**config.mk**
```make
export PLATFORM = sky130hd
export DESIGN_NAME = sram_responder_flat
export DESIGN_NICKNAME = d
export VERILOG_FILES = /design/src/rtl/sram_pkg.sv /design/src/rtl/sram_responder_if.sv /design/src/rtl/sram_word_array.sv /design/src/rtl/sram_responder.sv /design/src/flat_wrapper.sv
export SDC_FILE = /design/constraint.sdc
export NUM_CORES = 2
export LEC_CHECK = 0
export BUFFER_PORTS_ARGS = -buffer_cell sky130_fd_sc_hd__buf_4
export CAP_MARGIN = 20
export CORE_UTILIZATION = 35
export CTS_CLUSTER_DIAMETER = 120
export DETAILED_ROUTE_END_ITERATION = 12
export SLEW_MARGIN = 20
export SYNTH_ARGS = -nofsm -noshare
export SYNTH_HDL_FRONTEND = slang
export SYNTH_HIERARCHICAL = 1
export SYNTH_SLANG_ARGS = --single-unit
export TNS_END_PERCENT = 20
```
**constraint.sdc**
```tcl
create_clock -name Clk -period 15.54 [get_ports Clk]
set_input_delay 2.331 -clock Clk [delete_from_list [all_inputs] [get_ports Clk]]
set_output_delay 2.331 -clock Clk [all_outputs]
set_load 0.02 [all_outputs]
```
**src/rtl/sram_pkg.sv**
```systemverilog
// rtl/sram_pkg.sv - shared types, word width and byte-lane merge helper for the SRAM responder
package sram_pkg;

  typedef enum logic [1:0] {
    S_INIT,
    S_IDLE,
    S_WR
  } resp_state_t;

  localparam int WORD_W = 16;

  // Replace only the byte lanes whose active-low enable is asserted
  function automatic logic [WORD_W-1:0] byte_merge(
    input logic [WORD_W-1:0] old_word,
    input logic [WORD_W-1:0] new_word,
    input logic              ub_n,
    input logic              lb_n
  );
    logic [WORD_W-1:0] merged;
    merged = old_word;
    if (!ub_n) merged[15:8] = new_word[15:8];
    if (!lb_n) merged[7:0]  = new_word[7:0];
    return merged;
  endfunction

endpackage

```
**src/rtl/sram_responder_if.sv**
```systemverilog
// rtl/sram_responder_if.sv - CPU-side active-low SRAM strobe bus with master/slave views
interface sram_responder_if
  import sram_pkg::*;
#(
  parameter int ADDR_W = 20
);

  logic              Mem_CE;
  logic              Mem_UB;
  logic              Mem_LB;
  logic              Mem_OE;
  logic              Mem_WE;
  logic [ADDR_W-1:0] ADDR;
  logic [WORD_W-1:0] Data_from_CPU;
  logic [WORD_W-1:0] Data_to_CPU;

  modport master (
    output Mem_CE, Mem_UB, Mem_LB, Mem_OE, Mem_WE, ADDR, Data_from_CPU,
    input  Data_to_CPU
  );

  modport slave (
    input  Mem_CE, Mem_UB, Mem_LB, Mem_OE, Mem_WE, ADDR, Data_from_CPU,
    output Data_to_CPU
  );

endinterface

```
**src/rtl/sram_word_array.sv**
```systemverilog
// rtl/sram_word_array.sv - DEPTH x 16 word store, clocked byte-lane writes, combinational read
module sram_word_array
  import sram_pkg::*;
#(
  parameter  int DEPTH = 256,
  localparam int AW    = $clog2(DEPTH)
) (
  input  logic              Clk,
  input  logic              we_hi,
  input  logic              we_lo,
  input  logic [AW-1:0]     waddr,
  input  logic [WORD_W-1:0] wdata,
  input  logic [AW-1:0]     raddr,
  output logic [WORD_W-1:0] rdata
);

  logic [WORD_W-1:0] mem [DEPTH];

  // Each byte lane has its own enable so partial stores leave the other lane intact
  always_ff @(posedge Clk) begin
    if (we_hi) mem[waddr][15:8] <= wdata[15:8];
    if (we_lo) mem[waddr][7:0]  <= wdata[7:0];
  end

  assign rdata = mem[raddr];

endmodule

```
**src/rtl/sram_responder.sv**
```systemverilog
// rtl/sram_responder.sv - strobe-driven SRAM stand-in with post-reset clear, I/O word and bus error
module sram_responder
  import sram_pkg::*;
#(
  parameter int                ADDR_W  = 20,
  parameter int                DEPTH   = 256,
  parameter logic [ADDR_W-1:0] IO_ADDR = 20'hFFFFF
) (
  input  logic              Clk,
  input  logic              Reset,
  sram_responder_if.slave   bus,
  input  logic [WORD_W-1:0] Switches,
  output logic [WORD_W-1:0] Hex_out,
  output logic              Ready,
  output logic              Bus_err
);

  localparam int AW = $clog2(DEPTH);

  resp_state_t       state, state_next;
  logic [AW-1:0]     cnt;
  logic [ADDR_W-1:0] pend_addr;
  logic [WORD_W-1:0] pend_data;
  logic              pend_ub, pend_lb;
  logic [WORD_W-1:0] data_q;

  logic rd, wr;
  logic init_wr, do_read, do_capture, do_commit;
  logic rd_io, rd_in, pend_io, pend_in;

  logic              arr_we_hi, arr_we_lo;
  logic [AW-1:0]     arr_waddr;
  logic [WORD_W-1:0] arr_wdata, arr_rdata, rd_word, rd_next;

  assign rd = ~bus.Mem_CE & ~bus.Mem_OE & bus.Mem_WE;
  assign wr = ~bus.Mem_CE & ~bus.Mem_WE;

  assign rd_io   = (bus.ADDR == IO_ADDR);
  assign rd_in   = (bus.ADDR[ADDR_W-1:AW] == '0);
  assign pend_io = (pend_addr == IO_ADDR);
  assign pend_in = (pend_addr[ADDR_W-1:AW] == '0);

  // State register
  always_ff @(posedge Clk) begin
    if (Reset) state <= S_INIT;
    else       state <= state_next;
  end

  // Next state: clear sweep, then wait for a store, commit on WE release or drop on CE release
  always_comb begin
    state_next = state;
    case (state)
      S_INIT:  if (cnt == AW'(DEPTH - 1)) state_next = S_IDLE;
      S_IDLE:  if (wr) state_next = S_WR;
      S_WR:    if (bus.Mem_CE || bus.Mem_WE) state_next = S_IDLE;
      default: state_next = S_INIT;
    endcase
  end

  // Per-state actions; reads are also serviced in the commit cycle so same-cycle readback works
  always_comb begin
    init_wr    = 1'b0;
    do_read    = 1'b0;
    do_capture = 1'b0;
    do_commit  = 1'b0;
    Ready      = 1'b0;
    case (state)
      S_INIT: init_wr = 1'b1;
      S_IDLE: begin
        Ready      = 1'b1;
        do_read    = rd;
        do_capture = wr;
      end
      S_WR: begin
        Ready      = 1'b1;
        do_read    = rd;
        do_capture = wr;
        do_commit  = ~bus.Mem_CE & bus.Mem_WE;
      end
      default: ;
    endcase
  end

  // The clear sweep and committed stores share the array's single write port
  assign arr_we_hi = ~Reset & (init_wr | (do_commit & pend_in & ~pend_ub));
  assign arr_we_lo = ~Reset & (init_wr | (do_commit & pend_in & ~pend_lb));
  assign arr_waddr = init_wr ? cnt : pend_addr[AW-1:0];
  assign arr_wdata = init_wr ? '0 : pend_data;

  sram_word_array #(.DEPTH(DEPTH)) u_array (
    .Clk   (Clk),
    .we_hi (arr_we_hi),
    .we_lo (arr_we_lo),
    .waddr (arr_waddr),
    .wdata (arr_wdata),
    .raddr (bus.ADDR[AW-1:0]),
    .rdata (arr_rdata)
  );

  // Read source select, forwarding a store that commits in the same cycle
  always_comb begin
    rd_word = arr_rdata;
    if (do_commit && (pend_addr == bus.ADDR))
      rd_word = byte_merge(arr_rdata, pend_data, pend_ub, pend_lb);
    if (rd_io)      rd_next = Switches;
    else if (rd_in) rd_next = rd_word;
    else            rd_next = '0;
  end

  // Clear counter, pending store, read data, hex register and bus-error pulse
  always_ff @(posedge Clk) begin
    if (Reset) begin
      cnt       <= '0;
      pend_addr <= '0;
      pend_data <= '0;
      pend_ub   <= 1'b0;
      pend_lb   <= 1'b0;
      data_q    <= '0;
      Hex_out   <= '0;
      Bus_err   <= 1'b0;
    end else begin
      if (init_wr) cnt <= cnt + AW'(1);
      if (do_capture) begin
        pend_addr <= bus.ADDR;
        pend_data <= bus.Data_from_CPU;
        pend_ub   <= bus.Mem_UB;
        pend_lb   <= bus.Mem_LB;
      end
      if (do_read) data_q <= rd_next;
      if (do_commit && pend_io) Hex_out <= byte_merge(Hex_out, pend_data, pend_ub, pend_lb);
      Bus_err <= (do_read & ~rd_io & ~rd_in) | (do_commit & ~pend_io & ~pend_in);
    end
  end

  assign bus.Data_to_CPU = data_q;

endmodule

```
**src/flat_wrapper.sv**
```systemverilog
// flat-port wrapper written by rule: the top's interface ports become plain ports
module sram_responder_flat import sram_pkg::*;
#(
  parameter int                ADDR_W  = 20,
  parameter int                DEPTH   = 256,
  parameter logic [ADDR_W-1:0] IO_ADDR = 20'hFFFFF
)
  (Clk, Reset, Switches, Hex_out, Ready, Bus_err, bus_Mem_CE, bus_Mem_UB, bus_Mem_LB, bus_Mem_OE, bus_Mem_WE, bus_ADDR, bus_Data_from_CPU, bus_Data_to_CPU);
  sram_responder_if #(.ADDR_W(ADDR_W)) bus_i ();
  input  logic Clk;
  input  logic Reset;
  input  logic [WORD_W-1:0] Switches;
  output logic [WORD_W-1:0] Hex_out;
  output logic Ready;
  output logic Bus_err;
  input wire logic [$bits(bus_i.Mem_CE)-1:0] bus_Mem_CE;
  input wire logic [$bits(bus_i.Mem_UB)-1:0] bus_Mem_UB;
  input wire logic [$bits(bus_i.Mem_LB)-1:0] bus_Mem_LB;
  input wire logic [$bits(bus_i.Mem_OE)-1:0] bus_Mem_OE;
  input wire logic [$bits(bus_i.Mem_WE)-1:0] bus_Mem_WE;
  input wire logic [$bits(bus_i.ADDR)-1:0] bus_ADDR;
  input wire logic [$bits(bus_i.Data_from_CPU)-1:0] bus_Data_from_CPU;
  output wire logic [$bits(bus_i.Data_to_CPU)-1:0] bus_Data_to_CPU;
  assign bus_i.Mem_CE = bus_Mem_CE;
  assign bus_i.Mem_UB = bus_Mem_UB;
  assign bus_i.Mem_LB = bus_Mem_LB;
  assign bus_i.Mem_OE = bus_Mem_OE;
  assign bus_i.Mem_WE = bus_Mem_WE;
  assign bus_i.ADDR = bus_ADDR;
  assign bus_i.Data_from_CPU = bus_Data_from_CPU;
  assign bus_Data_to_CPU = bus_i.Data_to_CPU;
  sram_responder #(.ADDR_W(ADDR_W), .DEPTH(DEPTH), .IO_ADDR(IO_ADDR)) u_core (.Clk(Clk), .Reset(Reset), .bus(bus_i), .Switches(Switches), .Hex_out(Hex_out), .Ready(Ready), .Bus_err(Bus_err));
endmodule
```
# --- Yosys cells after proc, flatten, opt, wreduce, memory -nomap -nowiden ---
# Memories as Yosys holds them, arrays and structs flattened.
# Index checks and enable logic that the tools add are counted.
word_totals:
  mem_bits_rw: 4096
  output_inout_bits: 34
  in_bits: 59
  regBits: 81
  n_memories: 1
memory_table:
  columns: ["name", "depth", "word_bits", "rd", "rd_clocked_by_memory_dff", "wr", "line_no", "text"]
  rows:
  - ["u_core.u_array.mem", 256, 16, 1, 0, 1, "sram_word_array.sv:17", "logic [WORD_W-1:0] mem [DEPTH];"]
classes:
  n_eq_ne: 9
  bitwise_logic: 26
  add_sub_neg: 1
  n_reduce_logical: 10
  n_mux: 20
ops:
  columns: ["operator", "n"]
  rows:
  - ["$mux 16", 4]
  - ["$eq 20x20->1 const B", 2]
  - ["$logic_not 12->1", 2]
  - ["$mux 8", 3]
  - ["$eq 20x20->1", 1]
  - ["$and 1x1->1", 13]
  - ["$not 1->1", 10]
  - ["$mux 1", 9]
  - ["$add 8x1->8 const B", 1]
  - ["$eq 8x8->1 const B", 1]
  - ["$mux 2", 3]
  - ["$ne 2x1->1 const B", 3]
  - ["$pmux 2 s3", 1]
  - ["$reduce_and 2->1", 2]
  - ["$or 1x1->1", 3]
  - ["$reduce_and 3->1", 1]
  - ["$eq 2x1->1 const B", 1]
  - ["$eq 2x2->1 const B", 1]
  - ["$logic_and 1x1->1", 2]
  - ["$logic_not 2->1", 1]
  - ["$reduce_or 2->1", 1]
  - ["$logic_or 1x1->1", 1]

# --- Logic depth before layout (Yosys ltp) ---
logic_depth:
  ltp_word: 9
  mapped_depth: 14
  ltp_nobuf: 8

# --- By module ---
# The synthesis kept the hierarchy.
modules_own_cells:
  columns: ["module", "area_each_um2", "cells_each", "seq_area_each_um2", "instances"]
  rows:
  - ["sram_word_array", 159640.6, 7672, 122998.0, 1]
  - ["sram_responder", 4077.7, 483, 1621.6, 1]

# --- Least setup slack after synthesis ---
# Ideal clock, no wire load.
synth_timing:
  path_kind: "register -> register"
  startpoint: "register u_core.state[0]"
  endpoint: "memory u_core.u_array.mem[0][0] (data pin)"
  required_time_ns: 14.086
  synth_period_minus_slack_ns: 8.660
  stages_incl_launch_ff: 6
  setup_slack_ns: 6.880
  t_arrival_ns: 7.207
  setup_time_ns: 1.454
  path_cell_list: "dfxtp_1 -> inv_1 -> ha_1 -> clkbuf_1 -> clkbuf_1 -> nor2b_1"
synth_between:
  elab_chain_len: 3
synth_lines:
  columns: ["element", "line_no", "text"]
  rows:
  - ["from (decl)", "sram_responder.sv:20", "resp_state_t state, state_next;"]
  - ["from (signal assigned)", "sram_responder.sv:46", "else state <= state_next;"]
  - ["$logic_not 2->1", "sram_responder.sv:67", "case (state)"]
  - ["$mux 1", "sram_responder.sv:67", null]
  - ["$mux 16", "sram_responder.sv:88", "assign arr_wdata = init_wr ? '0 : pend_data;"]
  - ["via u_core.arr_wdata[0]", "sram_responder.sv:33", "logic [WORD_W-1:0] arr_wdata, arr_rdata, rd_word, rd_next;"]
  - ["to (decl)", "sram_word_array.sv:17", null]
# The timed path passes the listed nets, and every way through them passes these cells.

# --- Worst setup path in the final report ---
layout_timing:
  startpoint: "input bus_ADDR[0]"
  endpoint: "register u_core.data_q[7] (netlist: u_core/bus.Data_to_CPU[7])"
layout_between:
  elab_chain_len: 5
  word_cells_on_any_way: 8
layout_lines:
  columns: ["element", "line_no", "text"]
  rows:
  - ["from (decl)", "flat_wrapper.sv:21", "input wire logic [$bits(bus_i.ADDR)-1:0] bus_ADDR;"]
  - ["$mem_v2 256x16 *", null, null]
  - ["via u_core.arr_rdata[7]", "sram_responder.sv:33", null]
  - ["$mux 8", "sram_pkg.sv:22", "if (!lb_n) merged[7:0] = new_word[7:0];"]
  - ["$mux 16 *", "sram_responder.sv:103", "if (do_commit && (pend_addr == bus.ADDR))"]
  - ["$mux 16 *", "sram_responder.sv:106", "else if (rd_in) rd_next = rd_word;"]
  - ["$mux 16 *", "sram_responder.sv:105", "if (rd_io) rd_next = Switches;"]
  - ["to (signal assigned)", "sram_responder.sv:129", "if (do_read) data_q <= rd_next;"]
  - ["to (decl)", "sram_responder.sv:25", "logic [WORD_W-1:0] data_q;"]
# Mark *: on every way through the listed nets, which the timed path passes. The rest lies on a longest branch.
# A chain may end at the register's enable or synchronous reset.

==> flow_summary.yaml <==
outcome:
  status: "completed"
synthesis:
  synth_compound_area_frac: 0.0381
  synth_edf_count: 4096
  synth.mux.area_fraction: 0.152
  synth_top_family_by_area: "multiplexers"
  syn_nets: 8219
  synthArstFlopShare: 0
  ys_ff_latch: 4177
  synth-xor-area-share: 0.00134
  synth_top_area_cell: "edfxtp_1"
  synth_top_flop_cell: "edfxtp_1"
  synth_common_cells: "edfxtp_1 (4096), mux4_2 (784), mux2i_1 (640)"
  yosysSeqAreaShare: 0.761
  synthAdderAreaFrac: 0.000382
  yosys_warnings: 6
  yosys.cell_types.count: 68
  syn_inst: 8155
  syn_area_um2: 164000
  synth_area_leaders: "edfxtp_1 (75%), mux4_2 (11%), mux2i_1 (3.9%)"
  synth.most_common_cell: "edfxtp_1"
  avgSynthCellArea_um2: 20.1
  yosysTopAreaCellShare: 0.751
  yosys.area_share.simple: 0.0277
worst_setup_path:
  path_max_fanout: 95
  cp_cell_sequence: "buf_16, buf_4, buf_4, buf_4, mux4_2, mux4_2, a22o_1, o32ai_1, buf_4, nor4_1, o311ai_1, a311oi_1"
  max_stage_delay_ns: 0.75
  critical_path_class: "input pin to flip-flop"
  r2r_slack_ns: 10.96
  cpMostUsedCell: "buf_4"
  cpMaxStageDelayCell: "buf_4"
  cp.required_ns: 16.30
  crit_path_end_kind: "flip-flop"
  r2r_end: "u_core/u_array/mem[246][1]"
  r2r-start: "u_core/state[0]"
  cp.arrival_ns: 8.08
  ff2ff_path_depth: 7
  cp-start-kind: "input pin"
cells_and_area:
  final_area_um2: 184000
  nets: 8370
  final_layout_size_suffix_gt1_frac: 0.206
  area_delta_synth_final_pct: 12.5
  utilization: 0.397
  layout.cells.non_filler: 14800
grt:
  grt-ovfl-total: 0
  grt_pass1_wl_mm: 611
  antenna_found_initial: 18
  grt_max_degree: 194
  track_usage: 0.177
  grt_pass1_vias: 82500
place:
  dp_cells: 14100
  numPortBuffers: 92
  placed_area_um2: 171000
  gp_congestion: 0.854
  hpwl_mm: 255
clocking:
  clk_pin_slew_ns: 0.06
  clk_latency_ns: 0.93
  postCtsSetupBuffers: 0
  root_buffer: "clkbuf_16"
  cts.sinks: 4177
  h-tree-depth: 5
  cts_buffers: 401
  clk_path_buf_depth: 4
  cts_tree: "yes"
  cts_resized: 0
  holdBufCountCts: 0
min_path:
  min_from: "u_core/pend_data[10]"
  hp-class: "flip-flop to flip-flop"
  worst_hold_path.endpoint: "u_core/pend_data[10]"
  min_delay_path_depth: 2
route:
  drcViolationCount: 0
  vias: 83200
  ant_nets: 0
  first_pass_iters: 6
  vias_per_cell: 5.62
  routed_wl_mm: 429
  wl_per_cell_um: 28.9
  drtIter0Drc: 10500
timing:
  finClkSkew_ns: 0.0656
  fin_tns_setup_ns: 0
  relSlewSlack: 0.200
  worst_slew_pin_slew_ns: 1.20
  setup_viol: 0
  period_needed_ns: 7.32
  rsz0062_at_grt: "no"
  finalMaxSlewViolations: 0
  fin_crit_sh: 0.471
  hold-worst-slack_ns: 0.498
  hold_violations: 0
  max_freq_mhz: 137
floorplanning:
  boundaryPins: 93
  fp.dieH_um: 686
  core_area_um2: 465000
  die_w_um: 686
  std_cell_rows: 250
  die_area_um2: 471000
  start_util: 0.352
run:
  max-cap-violations: 0
pwr:
  max-vdd-ir-drop_mv: 0.102
  leakage_nw: 67.2
  p_per_area_nw_per_um2: 123
state kept, by name, summed over array words and instances, names as in the netlist:
register,flops
u_core/Hex_out,16
u_core/bus.Data_to_CPU,16
u_core/cnt,8
u_core/Bus_err,1
u_core/state,2
u_core/pend_ub,1
u_core/pend_data,16
u_core/u_array/mem,4096
u_core/pend_addr,20
u_core/pend_lb,1
power by group:
| part | switching [W] | internal [W] |
|---|---|---|
| registers | 0.00000265 | 0.0122 |
| clock network | 0.00416 | 0.00564 |
| logic | 0.000442 | 0.000208 |
per-stage QoR:
step / worst slack [ns] / total power, W
floorplan: 6.88 / 0.0128
global placement: 6.84 / 0.0131
detailed placement: 7.15 / 0.0131
CTS: 8.17 / 0.0228
global route: 7.93 / 0.0232
finish: 8.22 / 0.0226
cells by family (layout without fill, tap and decap cells):
kind of cell,Yosys count,in the layout
compound gates,887,887
xor+xnor,25,25
mux,1496,1496
flops,4177,4177
other cells,0,10
fa+ha+maj,5,5
simple gates,1025,1025
buf+inv,540,1016
how the worst max path moves through the flow:
stage	end	start	cells past startpoint	slack [ns]
final	u_core/bus.Data_to_CPU[7]	bus_ADDR[0]	12	8.22
after global routing	u_core/bus.Data_to_CPU[7]	bus_ADDR[0]	12	7.93
after CTS	u_core/bus.Data_to_CPU[7]	bus_ADDR[0]	12	8.17
after detailed placement	u_core/bus.Data_to_CPU[7]	bus_ADDR[0]	12	7.15
after global placement	u_core/bus.Data_to_CPU[9]	bus_ADDR[1]	11	6.84
after floorplan	u_core/u_array/mem[0][0]	u_core/state[0]	5	6.88
layer usage:
metal,track usage,part of all wire,up-vias
li1,-,-,34300
met1,0.248,0.41,44500
met2,0.282,0.47,3769
met3,0.0315,0.083,670
met4,0.0560,0.033,2
met5,0,0.000023,-
final cells by class:
| type | count | area [µm²] |
|---|---|---|
| timing repair buffer | 281 | 2380 |
| fill | 40900 | 280000 |
| clock buffer | 473 | 10600 |
| clock inverter | 255 | 2500 |
| sequential | 4177 | 125000 |
| tap | 6174 | 7720 |
| antenna | 10 | 25.0 |
| multi-input combinational | 3438 | 36300 |
| inverter | 7 | 38.8 |
critical path: cells and delay by family:
kind            cells  cell delay (ns)
compound gates      4             1.33
mux                 2             1.13
buf+inv             5             2.78
simple gates        1             0.10
cells in the final DEF, fill, tap and decap left out, types with 30 or more instances in the layout:
cell type  netlist  layout
mux4_2         784     784
nor3_1         105     103
clkinv_2         0      79
o22ai_1        172     172
edfxtp_1      4096    4096
clkinv_1         1     106
nand4_1         58      58
buf_4           31     256
dfxtp_1         81      81
nand2_1        140     133
o221ai_1       264     264
a22oi_1         30      30
clkbuf_1       308      58
mux2i_1        640     640
nor2_1         575     571
a22o_1          32      32
nand3_1         51      36
clkbuf_16        0     414
bufinv_16        0      47
mux2_2          64      64
a21oi_1        250     250
Power figures use the tool's default switching activity.
